## config.mk

```make
export PLATFORM = sky130hd
export DESIGN_NAME = aes_round_sequencer_flat
export DESIGN_NICKNAME = d
export VERILOG_FILES = /design/src/rtl/aes_round_sequencer_if.sv /design/src/rtl/aes_round_sequencer.sv /design/src/flat_wrapper.sv
export SDC_FILE = /design/constraint.sdc
export NUM_CORES = 1
export LEC_CHECK = 0
export CORE_UTILIZATION = 53
export CTS_BUF_LIST = sky130_fd_sc_hd__clkbuf_4
export DETAILED_ROUTE_END_ITERATION = 10
export PLACE_DENSITY = 0.88
export REMOVE_ABC_BUFFERS = 1
export SYNTH_ARGS = -nofsm -noshare
export SYNTH_HDL_FRONTEND = slang
export SYNTH_SLANG_ARGS = --single-unit
```

## constraint.sdc

```tcl
create_clock -name clk -period 1.9 [get_ports clk]
set_input_delay 0.38 -clock clk [delete_from_list [all_inputs] [get_ports clk]]
set_output_delay 0.38 -clock clk [all_outputs]
set_load 0.005 [all_outputs]
```

## src/rtl/aes_round_sequencer_if.sv

```systemverilog
// Host handshakes and datapath/key-store controls of the AES-128 round sequencer.
// AES_SEQ_DECRYPT_EN adds the decrypt request bit.
interface aes_round_sequencer_if;
   logic       key_valid;
   logic       key_ready;
   logic       WE_key_generation;
   logic       generation_done;
   logic       data_valid;
   logic       data_ready;
   logic [3:0] read_addr;
   logic       key_sel0;
   logic       round_en;
   logic       first_round;
   logic       last_round;
   logic       out_valid;
   logic       out_ready;
   logic       busy;
   logic       key_error;
`ifdef AES_SEQ_DECRYPT_EN
   logic       decrypt;

   modport master (
      output key_valid, generation_done, data_valid, out_ready, decrypt,
      input  key_ready, WE_key_generation, data_ready, read_addr, key_sel0,
             round_en, first_round, last_round, out_valid, busy, key_error
   );
   modport slave (
      input  key_valid, generation_done, data_valid, out_ready, decrypt,
      output key_ready, WE_key_generation, data_ready, read_addr, key_sel0,
             round_en, first_round, last_round, out_valid, busy, key_error
   );
`else
   modport master (
      output key_valid, generation_done, data_valid, out_ready,
      input  key_ready, WE_key_generation, data_ready, read_addr, key_sel0,
             round_en, first_round, last_round, out_valid, busy, key_error
   );
   modport slave (
      input  key_valid, generation_done, data_valid, out_ready,
      output key_ready, WE_key_generation, data_ready, read_addr, key_sel0,
             round_en, first_round, last_round, out_valid, busy, key_error
   );
`endif
endinterface

```

## src/rtl/aes_round_sequencer.sv

```systemverilog
// AES-128 key-generation and round sequencer; block result 12 cycles after accept (13 for decrypt).
// No accept while busy; OUT holds until out_ready. AES_SEQ_DECRYPT_EN enables the decrypt sequence.
module aes_round_sequencer #(
   parameter int KEYGEN_MIN_CYCLES = 12,
   parameter int KEYGEN_TIMEOUT    = 64,
   parameter int NUM_ROUNDS        = 10
) (
   input logic             clk,
   input logic             n_rst,
   aes_round_sequencer_if.slave sif
);
   localparam logic [2:0] S_NOKEY    = 3'd0;
   localparam logic [2:0] S_KEYGEN   = 3'd1;
   localparam logic [2:0] S_READY    = 3'd2;
   localparam logic [2:0] S_PREFETCH = 3'd3;
   localparam logic [2:0] S_ROUND    = 3'd4;
   localparam logic [2:0] S_OUT      = 3'd5;

   localparam logic [3:0] LAST_RND = 4'(NUM_ROUNDS);
   localparam logic [6:0] MIN_WAIT = 7'(KEYGEN_MIN_CYCLES);
   localparam logic [6:0] MAX_WAIT = 7'(KEYGEN_TIMEOUT);

   logic [2:0] state_q, state_d;
   logic [6:0] wait_q, wait_d;
   logic [3:0] rnd_q, rnd_d;
   logic       key_error_q, key_error_d;
   logic       dec_q, dec_d;
   logic       dec_in;
   logic       key_acc, data_acc;

`ifdef AES_SEQ_DECRYPT_EN
   assign dec_in = sif.decrypt;
`else
   assign dec_in = 1'b0;
`endif

   assign sif.key_ready         = (state_q == S_NOKEY) || (state_q == S_READY);
   assign key_acc               = sif.key_valid && sif.key_ready;
   // A key arriving with a block wins the cycle.
   assign sif.data_ready        = (state_q == S_READY) && !sif.key_valid;
   assign data_acc              = sif.data_ready && sif.data_valid;
   assign sif.WE_key_generation = key_acc;
   assign sif.busy              = !sif.key_ready;
   assign sif.out_valid         = (state_q == S_OUT);
   assign sif.round_en          = (state_q == S_ROUND);
   assign sif.first_round       = (state_q == S_ROUND) && (rnd_q == 4'd0);
   assign sif.last_round        = (state_q == S_ROUND) && (rnd_q == LAST_RND);
   assign sif.key_sel0          = (state_q == S_ROUND) &&
                                  (dec_q ? (rnd_q == LAST_RND) : (rnd_q == 4'd0));
   assign sif.key_error         = key_error_q;

   // Address the key needed by the next round; the store answers one cycle later.
   always_comb begin
      sif.read_addr = 4'd0;
      if (state_q == S_PREFETCH) begin
         sif.read_addr = LAST_RND;
      end else if (state_q == S_ROUND) begin
         if (dec_q)
            sif.read_addr = (rnd_q <= LAST_RND - 4'd2) ? (LAST_RND - 4'd1 - rnd_q) : 4'd0;
         else
            sif.read_addr = (rnd_q < LAST_RND) ? (rnd_q + 4'd1) : LAST_RND;
      end
   end

   always_comb begin
      state_d     = state_q;
      wait_d      = wait_q;
      rnd_d       = rnd_q;
      key_error_d = key_error_q;
      dec_d       = dec_q;
      case (state_q)
         S_NOKEY, S_READY: begin
            if (key_acc) begin
               state_d     = S_KEYGEN;
               wait_d      = 7'd0;
               key_error_d = 1'b0;
            end else if (data_acc) begin
               dec_d   = dec_in;
               rnd_d   = 4'd0;
               state_d = dec_in ? S_PREFETCH : S_ROUND;
            end
         end
         S_KEYGEN: begin
            // A done seen too early may be left over from the previous key.
            if (sif.generation_done && (wait_q >= MIN_WAIT)) begin
               state_d = S_READY;
            end else if (wait_q == MAX_WAIT) begin
               key_error_d = 1'b1;
               state_d     = S_NOKEY;
            end else begin
               wait_d = wait_q + 7'd1;
            end
         end
         S_PREFETCH: begin
            rnd_d   = 4'd0;
            state_d = S_ROUND;
         end
         S_ROUND: begin
            if (rnd_q == LAST_RND)
               state_d = S_OUT;
            else
               rnd_d = rnd_q + 4'd1;
         end
         S_OUT: begin
            if (sif.out_ready)
               state_d = S_READY;
         end
         default: state_d = S_NOKEY;
      endcase
   end

   always_ff @(posedge clk or negedge n_rst) begin
      if (!n_rst) begin
         state_q     <= S_NOKEY;
         wait_q      <= 7'd0;
         rnd_q       <= 4'd0;
         key_error_q <= 1'b0;
         dec_q       <= 1'b0;
      end else begin
         state_q     <= state_d;
         wait_q      <= wait_d;
         rnd_q       <= rnd_d;
         key_error_q <= key_error_d;
         dec_q       <= dec_d;
      end
   end
endmodule

```

## src/flat_wrapper.sv

```systemverilog
// flat-port wrapper written by rule: the top's interface ports become plain ports
module aes_round_sequencer_flat 
#(
   parameter int KEYGEN_MIN_CYCLES = 12,
   parameter int KEYGEN_TIMEOUT    = 64,
   parameter int NUM_ROUNDS        = 10
)
  (clk, n_rst, sif_key_valid, sif_generation_done, sif_data_valid, sif_out_ready, sif_key_ready, sif_WE_key_generation, sif_data_ready, sif_read_addr, sif_key_sel0, sif_round_en, sif_first_round, sif_last_round, sif_out_valid, sif_busy, sif_key_error);
  aes_round_sequencer_if sif_i ();
  input logic clk;
  input logic n_rst;
  input wire logic [$bits(sif_i.key_valid)-1:0] sif_key_valid;
  input wire logic [$bits(sif_i.generation_done)-1:0] sif_generation_done;
  input wire logic [$bits(sif_i.data_valid)-1:0] sif_data_valid;
  input wire logic [$bits(sif_i.out_ready)-1:0] sif_out_ready;
  output wire logic [$bits(sif_i.key_ready)-1:0] sif_key_ready;
  output wire logic [$bits(sif_i.WE_key_generation)-1:0] sif_WE_key_generation;
  output wire logic [$bits(sif_i.data_ready)-1:0] sif_data_ready;
  output wire logic [$bits(sif_i.read_addr)-1:0] sif_read_addr;
  output wire logic [$bits(sif_i.key_sel0)-1:0] sif_key_sel0;
  output wire logic [$bits(sif_i.round_en)-1:0] sif_round_en;
  output wire logic [$bits(sif_i.first_round)-1:0] sif_first_round;
  output wire logic [$bits(sif_i.last_round)-1:0] sif_last_round;
  output wire logic [$bits(sif_i.out_valid)-1:0] sif_out_valid;
  output wire logic [$bits(sif_i.busy)-1:0] sif_busy;
  output wire logic [$bits(sif_i.key_error)-1:0] sif_key_error;
  assign sif_i.key_valid = sif_key_valid;
  assign sif_i.generation_done = sif_generation_done;
  assign sif_i.data_valid = sif_data_valid;
  assign sif_i.out_ready = sif_out_ready;
  assign sif_key_ready = sif_i.key_ready;
  assign sif_WE_key_generation = sif_i.WE_key_generation;
  assign sif_data_ready = sif_i.data_ready;
  assign sif_read_addr = sif_i.read_addr;
  assign sif_key_sel0 = sif_i.key_sel0;
  assign sif_round_en = sif_i.round_en;
  assign sif_first_round = sif_i.first_round;
  assign sif_last_round = sif_i.last_round;
  assign sif_out_valid = sif_i.out_valid;
  assign sif_busy = sif_i.busy;
  assign sif_key_error = sif_i.key_error;
  aes_round_sequencer #(.KEYGEN_MIN_CYCLES(KEYGEN_MIN_CYCLES), .KEYGEN_TIMEOUT(KEYGEN_TIMEOUT), .NUM_ROUNDS(NUM_ROUNDS)) u_core (.clk(clk), .n_rst(n_rst), .sif(sif_i));
endmodule
```

### After elaboration in Yosys (flattened, before gate mapping)

Cells that the tools add are included.

* flip-flop bits (word level): 15
* latch bits: 0
* bits in writable memories: 0
* bits in read-only memories: 0
* input port bits: 6
* output and inout bits: 14
* word-level logic and storage cells: 66
* memories: 0

* add/sub/neg operators: 2
* multiply operators: 0
* div/mod/pow operators: 0
* $lt $le $gt $ge: 2
* eq/ne operators: 18
* shift-type cells: 0
* muxes and demuxes: 22
* bitwise operators: 0
* reductions and logical operators: 18

Operators with widths (number)
* $mux 4: 6
* $mux 7: 3
* $mux 3: 6
* $reduce_and 4->1: 4
* $pmux 3 s5: 1
* $pmux 7 s2: 1
* $ne 2x2->1 const B: 6
* $pmux 4 s3: 1
* $add 7x1->7 const B: 1
* $eq 7x7->1 const B: 1
* $ge 7x4->1 const B: 1
* $eq 3x2->1 const B: 2
* $eq 3x3->1 const B: 2
* $logic_and 1x1->1: 6
* $ne 2x1->1 const B: 3
* $add 4x1->4 const B: 1
* $eq 4x4->1 const B: 1
* $logic_not 4->1: 1
* $lt 4x4->1 const B: 1
* $eq 3x1->1 const B: 1
* $logic_not 3->1: 1
* $mux 1: 3
* $ne 3x1->1 const B: 1
* $ne 3x2->1 const B: 1
* other kinds (6): 7

### Depth between registers and ports, before layout

Gate-level depths: netlist of the first run.

* word-level depth: 6
* gate-level depth with buffers: 6
* depth with buffers taken out: 6

### Worst setup path before layout of the first run

Ideal clock, no wire load.

* kind: flip-flop to output port
* from: register u_core.state_q[0]
* to: output port sif_key_sel0
* arrival time: 1.448 ns
* data required time: 1.520 ns
* path slack: 0.072 ns
* stages on the path, launching flop included: 6
* path buffers: 2
* cell sequence: dfrtp_1 > buf_6 > or3b_2 > clkinv_2 > and4_1 > buf_4

* longest elaborated chain between the ends: 2

RTL lines
* start: declaration: RTL line aes_round_sequencer.sv:23 `logic [2:0] state_q, state_d;`
* start signal: assignment: RTL line aes_round_sequencer.sv:120 `state_q <= state_d;`
* $eq 3x3->1
* via sif_round_en: RTL line flat_wrapper.sv:21 `output wire logic [$bits(sif_i.round_en)-1:0] sif_round_en;`
* $logic_and 1x1->1: RTL line aes_round_sequencer.sv:48 `assign sif.key_sel0 = (state_q == S_ROUND) &&`
* end: declaration: RTL line flat_wrapper.sv:20 `output wire logic [$bits(sif_i.key_sel0)-1:0] sif_key_sel0;`

The timed path passes the listed nets, and every way through them passes these cells.

### Final worst setup path of the first run

* from: register u_core.state_q[1]
* to: output port sif_key_sel0

* longest elaborated chain between the ends: 2

RTL lines (RTL line)
* $eq 3x3->1: aes_round_sequencer.sv:48
* $logic_and 1x1->1: aes_round_sequencer.sv:48

No other way between the ends.

==> metrics.md, run 1 <==
| Metric | Value |
|---|---|
| Leakage | 0.749 nW |
| Vias per inst | 6.08 |
| Worst skew pair latency | 300 ps |
| Htree depth | 1 |
| Layout cells sized above 1 | a little under two fifths |
| Cell mode on critical path | buf_6 |
| Placed Cells incl. Taps | 165 |
| Critical R2R Launch | u_core.state_q[1] |
| Met2 routed WL | 1670 microns |
| Drt pass-1 iters | 4 |
| Worst-margin pin slew | 339 ps |
| CP Cell Sequence | or3b_4, clkinv_4, buf_6, and4_4, buf_6 |
| Status | finished with violations |
| 1st-iter DRT viols | 74 |
| Synth Instances | 116 |
| Register area share after synthesis | a little over a third |
| Io pins | 20 |
| Number of cell rows | 15 |
| Clock Power Share | 9.7% |
| DRT met1 WL | 1390 microns |
| VDD IR max | 1160 uV |
| Seq cells post-synth | 15 |
| Fin crit share | 107% |
| Crit path max-delay cell type | dfrtp_1 |
| Critical path fanouts, max | 4 |
| Initial antenna violation count | 0 |
| Fin. max-slew vios | 0 |
| Routed wire length | about 3500 microns |
| Remaining DRCs | 0 |
| PD cells | 1510 nW/um^2 |
| Delay of the slowest critical-path stage | about 420 ps |
| Total grt overflow | 0 |
| Worst setup margin | -136 ps |
| Clk buf depth | 2 |
| Final setup fails | 5 |
| Multi-input logic area | 636 sq um |
| GRT Resource Usage Total | 33.5% |
| Clock Pin Slew Worst Setup and Hold Paths | 100 ps |
| Post-route ant nets | 0 |
| Req. time, crit path | between 1500 and 2000 ps |
| RePlAce Congestion | 0.861 |
| Unrepaired setup endpoints after global routing | yes |
| Buffers added on ports | 19 |
| Number of global-route vias before repair | 1001 |
| Net Switching | 0.972 mW |
| Worst Hold Class | input pin to asynchronous set/reset pin |
| Crit path launch type | flip-flop |
| CTS Buf Count | 3 |
| Max cap viols | 0 |
| Failing checks | negative setup slack |
| CTS root buffer | clkbuf_4 |
| Highest Signal Layer | met4 |
| Die Ht | 46.2 microns |
| Internal | 1.26 mW |
| Critical path class | flip-flop to output pin |
| CP Buf/Inv Count | 3 |
| Routed WL per cell | slightly below 20 microns |
| Core Area | 1780 sq um |
| Synth unique cells | 37 |
| Die area | ~2100 sq um |
| Crit-path leading delay family | simple AND/OR/NAND/NOR gates |
| FF+latch area | 375 sq um |
| Die W | 46.2 microns |
| Final Non-Filler Cells | 182 |
| WL met3 | 291 microns |
| Worst Path Arrival | 1660 ps |
| First-pass GRT wire length | 4910 microns |
| Syn Area/Cell | about 8.9 sq um |
| Cell area after synthesis | 1040 sq um |
| Final Hold Vio Count | 0 |
| Beginning of the critical path | u_core.state_q[1] |
| Sequential power share | 21.6% |
| Detailed-route via count | 1106 |
| Sw Share | 43.6% |
| Area Growth Syn to Fin | 42.5% |
| # fillers | 79 |
| Kind of end point of the critical path | output pin |
| Final net count | about 170 |
| Final HPWL DP | 1820 microns |
| Clk_skew | 3.48 ps |
| Initial Utilization | 58.2% |
| Largest net degree at the start of global routing | 16 |
| Max Clk Rate | 0.491 GHz |
| Pre-CTS setup slack | -212 ps |
| Clock sink count | 15 |
| CTS tree | yes |
| Minimum clock period | 2040 ps |
| Antenna Cells | 0 |
| Yosys warns | 0 |
| Max-slew headroom | 77.4% |
| Combinational share of power | 68.7% |
## final cells by class
| class | count | area share [%] |
|---|---|---|
| multi-input combinational | 86 | 43.0 |
| sequential | 15 | 25.4 |
| timing repair buffer | 42 | 24.6 |
| inverter | 10 | 2.88 |
| tap | 25 | 2.12 |
| clock buffer | 4 | 2.03 |
## metal layers
metal  global-route usage (%)  vias to the layer above
met3                     6.67                       20
met4                     17.6                        0
met2                     49.3                       88
li1                         -                      479
met1                     46.1                      519
met5                        0                        -
## cells in the mapped netlist
library cell / count / area (sq um)
and3b_2: 1 / 10.0
nor2_1: 10 / 37.5
o21ai_2: 1 / 8.76
nor2b_1: 2 / 12.5
a31oi_1: 1 / 6.26
a211o_1: 1 / 8.76
a2111o_1: 1 / 11.3
nand4_1: 6 / 37.5
o21a_1: 1 / 7.51
a21oi_1: 3 / 15.0
and4_1: 1 / 8.76
o21ai_1: 2 / 10.0
dfrtp_1: 15 / 375
and3_1: 1 / 6.26
buf_2: 1 / 5.00
a21oi_4: 1 / 16.3
mux2i_1: 6 / 60.1
nand3b_1: 1 / 7.51
inv_1: 9 / 33.8
buf_4: 1 / 7.51
nand2_2: 1 / 6.26
nand2b_1: 2 / 12.5
and2b_1: 1 / 7.51
o211a_1: 1 / 10.0
nor4b_2: 2 / 30.0
xnor2_1: 3 / 26.3
o21ai_0: 6 / 30.0
or3b_2: 1 / 8.76
buf_6: 3 / 33.8
nor3_1: 2 / 10.0
nand3_1: 3 / 15.0
and2_1: 1 / 6.26
o31ai_2: 1 / 12.5
or3b_4: 1 / 11.3
ha_1: 5 / 62.6
nand2_1: 17 / 63.8
clkinv_2: 1 / 5.00
## timing repair
action,in CTS,in global routing
setup buffers,10,6
pin swaps,4,5
endpoints found under the setup margin,13,8
hold buffers,0,0
resized for setup,52,18
## stage by stage
step / TNS, ps / util, % / hold slack [ps] / power, mW / cell area, sq um
CTS: -528 / 78.7 / 389 / 1.96 / 1400
finish: -354 / 82.9 / 390 / 2.23 / 1480
floorplan: 0 / - / 84.4 / 0.998 / 991
detailed placement: -1290 / 72.2 / 501 / 1.51 / 1290
global route: -537 / 82.9 / 395 / 2.31 / 1480
global placement: -929 / 72.2 / 475 / 1.44 / 1290
## kinds of logic after synthesis
group	share of synthesized area, %
compound gates	13.1
xor+xnor	2.53
fa+ha+maj	6.03
buf+inv	8.20
flops	36.2
mux	5.79
simple gates	28.1
## power groups by stage
| stage | Combinational [mW] | Clock [mW] | Sequential (mW) |
|---|---|---|---|
| final | 1.53 | 0.216 | 0.483 |
| after global routing | 1.60 | 0.228 | 0.485 |
| after CTS | 1.27 | 0.211 | 0.480 |
| after detailed placement | 1.02 | 0 | 0.484 |
| after global placement | 0.971 | 0 | 0.474 |
| after floorplan | 0.501 | 0 | 0.497 |
## path summary, 6_finish.rpt
path / endpoint / slack [ps] / cells past startpoint
hold reg to reg: u_core.sif.key_error / 540 / 1
hold / removal: u_core.state_q[2] / 390 / 2
min in group clk: u_core.sif.key_error / 540 / 1
setup / recovery: sif_key_sel0 / -140 / 5
max in group asynchronous: u_core.wait_q[2] / 1320 / 2
setup reg to reg: u_core.rnd_q[3] / 70 / 9
## worst register-to-register path: cells and delay by family, from the launching register on
kind | cells | cell delay [ps]
AO/OA/AOI/OAI | 3 | 400
buffers and inverters | 5 | 500
AND/OR/NAND/NOR | 1 | 420
flip-flops | 1 | 420
## registers in the layout, summed over array words and instances (netlist names)
register / count
u_core.rnd_q: 4
u_core.wait_q: 7
u_core.state_q: 3
u_core.sif.key_error: 1
## cells in the final DEF (no fill, tap or decap), types with 5 or more instances in the layout
master / count
buf_4: 17
dfrtp_1: 15
nand2_1: 14
buf_6: 9
inv_1: 8
nor2_1: 8
nand4_1: 6
mux2i_1: 6
clkdlybuf4s50_1: 6
ha_1: 5
buf_2: 5
(Power assumes the default switching activity.)
==> run 2, diff against run 1 <==
- CORE_MARGIN: not set -> 5
- CORE_UTILIZATION: 53 -> 42
- GPL_ROUTABILITY_DRIVEN: not set -> 1
- PLACE_DENSITY: 0.88 -> 0.74
==> metrics.md, run 2 (synthesis gave the netlist of run 1 again) <==
| Metric | Value |
|---|---|
| Worst setup margin | 10.2 ps (+146 ps) |
| Req. time, crit path | 1520 ps (about the same) |
| Total grt overflow | 0 (unchanged) |
| Final Hold Vio Count | 0 (unchanged) |
| Biggest register | u_core.wait_q |
| First-pass GRT wire length | 4100 microns (-16%) |
| PD cells | 1300 nW/um^2 (-14%) |
| Routed WL per cell | 13.5 microns (-31%) |
| Number of global-route vias before repair | 906 (-9.5%) |
| Clock Pin Slew Worst Setup and Hold Paths | 100 ps (about the same) |
| GR met3 Demand/Resource | 3.67% (-3.0 points) |
| Kind of end point of the critical path | output pin |
| Worst-margin pin slew | 320 ps (-18.8 ps) |
| Drt pass-1 iters | 4 (unchanged) |
| Antenna Cells | 0 (unchanged) |
| Worst Hold Class | input pin to asynchronous set/reset pin |
| Layout cells sized above 1 | 31.5% (-5.4 points) |
| Initial antenna violation count | 0 (unchanged) |
| Initial Utilization | 43.0% (-15 points) |
| Commonest non-fill, non-tap cells in the layout | nand2_1, dfrtp_1, buf_4, nor2_1, inv_1 |
| Critical R2R Launch | u_core.state_q[1] |
| Worst skew pair latency | 300 ps (about the same) |
| Worst Path Arrival | 1510 ps (-150 ps) |
| Fin crit share | 99.5% (-7.7 points) |
| Clk_skew | 17.0 ps (+13.5 ps) |
| Status | complete, no violations |
| Htree depth | 1 (unchanged) |
| Final Util | 57.0% (-26 points) |
| Capturing point of the worst reg2reg path | u_core.wait_q[3] |
| Remaining DRCs | 0 (unchanged) |
| Hold-fix buffers, CTS | 0 (unchanged) |
| Area Growth Syn to Fin | 32.3% |
| RePlAce Congestion | 0.806 (-6.3%) |
| Die Ht | 59.7 microns (+29%) |
| VDD IR max | 758 uV (-35%) |
| Minimum clock period | 1890 ps (-146 ps) |
| Io pins | 20 (unchanged) |
| Leakage | 0.679 nW (-9.4%) |
| Max cap viols | 0 (unchanged) |
| Critical path fanouts, max | 2 (-2) |
| Unrepaired setup endpoints after global routing | yes |
| Largest net degree at the start of global routing | 16 (unchanged) |
| Detailed-route via count | 945 (-15%) |
| Beginning of the critical path | u_core.state_q[0] |
| Vias per inst | 5.28 (-13%) |
| 1st-iter DRT viols | 22 (-70%) |
| Final net count | 161 (-4.7%) |
| Clock sink count | 15 (unchanged) |
| CTS Buf Count | 3 (unchanged) |
| Pre-CTS setup slack | -173 ps (+38.6 ps) |
| GR peak layer | met2 |
| Critical path class | flip-flop to output pin |
| Max-slew headroom | 78.5% (+1.1 points) |
| GRT Resource Usage Total | 15.1% (-18 points) |
| Met1 Usage GRT | 19.1% (-27 points) |
| CP endpoint | sif_last_round |
| CTS root buffer | clkbuf_4 |
| R2R depth | 5 (-4) |
| Crit path launch type | flip-flop |
| Final HPWL DP | 1820 microns (about the same) |
| Top flop regs | u_core.wait_q x7, u_core.rnd_q x4, u_core.state_q x3 |
| Pwr Total | 1.78 mW (-20%) |
| GR Layer Usage met2 | 25.0% (-24 points) |
| Final setup fails | 0 (-5) |
| Hold Slack | 376 ps (-13.7 ps) |
| CTS tree | yes |
| Number of cell rows | 18 (+3) |
| Buffers added on ports | 19 (unchanged) |
| Die area | 3560 sq um (+67%) |
| Post-route ant nets | 0 (unchanged) |
| Core Area | 2410 sq um (+35%) |
| Max Clk Rate | 0.529 GHz (+7.7%) |
| Max reg flops | 7 (unchanged) |
| Routed wire length | 2410 microns (-32%) |
| Worst R2R Setup Slack | 250 ps (+180 ps) |
| Fin. max-slew vios | 0 (unchanged) |
| Die W | 59.7 microns (+29%) |
| Clk buf depth | 2 (unchanged) |
## run 2: layout make-up
type / count / area, sq um
Clock buffer: 4 / 30.0
Fill cell: 209 / 1040
Inverter: 10 / 42.5
Multi-Input combinational cell: 86 / 627
Sequential cell: 15 / 375
Tap cell: 30 / 37.5
Timing Repair Buffer: 34 / 260
## run 2: layer usage
metal | part of all wire (%) | up-vias | routed length (microns)
li1 | - | 464 | -
met1 | 43 | 460 | 1030
met2 | 53 | 17 | 1270
met3 | 3.1 | 4 | 74
met4 | 1.6 | 0 | 38
met5 | 0 | - | 0
## run 2: worst max-delay path, cell delays in order (launching register included)
cell and delay (ps):
dfrtp_1 410, or3b_4 420, buf_4 150, nor3_2 100, buf_2 130
## run 2: worst min path at each step
stage                               from              endpoint  slack [ps]  cells after the start
global route                       n_rst      u_core.wait_q[6]         400                      2
CTS                                n_rst      u_core.wait_q[6]         380                      2
global placement    u_core.sif.key_error  u_core.sif.key_error         490                      1
detailed placement  u_core.sif.key_error  u_core.sif.key_error         490                      1
finish                             n_rst      u_core.wait_q[6]         380                      2
floorplan                          n_rst       u_core.rnd_q[0]          80                      0
## run 2: timing repair
| item | 4_1_cts | 5_1_grt |
|---|---|---|
| pin swaps | 8 | 3 |
| resized for setup | 40 | 12 |
| endpoints found under the setup margin | 13 | 8 |
| buffers inserted | 4 | 0 |
## run 2: where the power goes
part / internal, mW / total [mW] / switching [mW]
clock: 0.0961 / 0.203 / 0.107
sequential: 0.395 / 0.470 / 0.0749
combinational: 0.542 / 1.11 / 0.569
total: 1.03 / 1.78 / 0.751
## run 2: through the flow
step	std cells	setup TNS (ps)	instance area (sq um)
CTS	179	0	1360
detailed placement	171	-1170	1300
global route	179	-236	1370
floorplan	111	0	991
finish	179	0	1370
global placement	171	-1000	1300
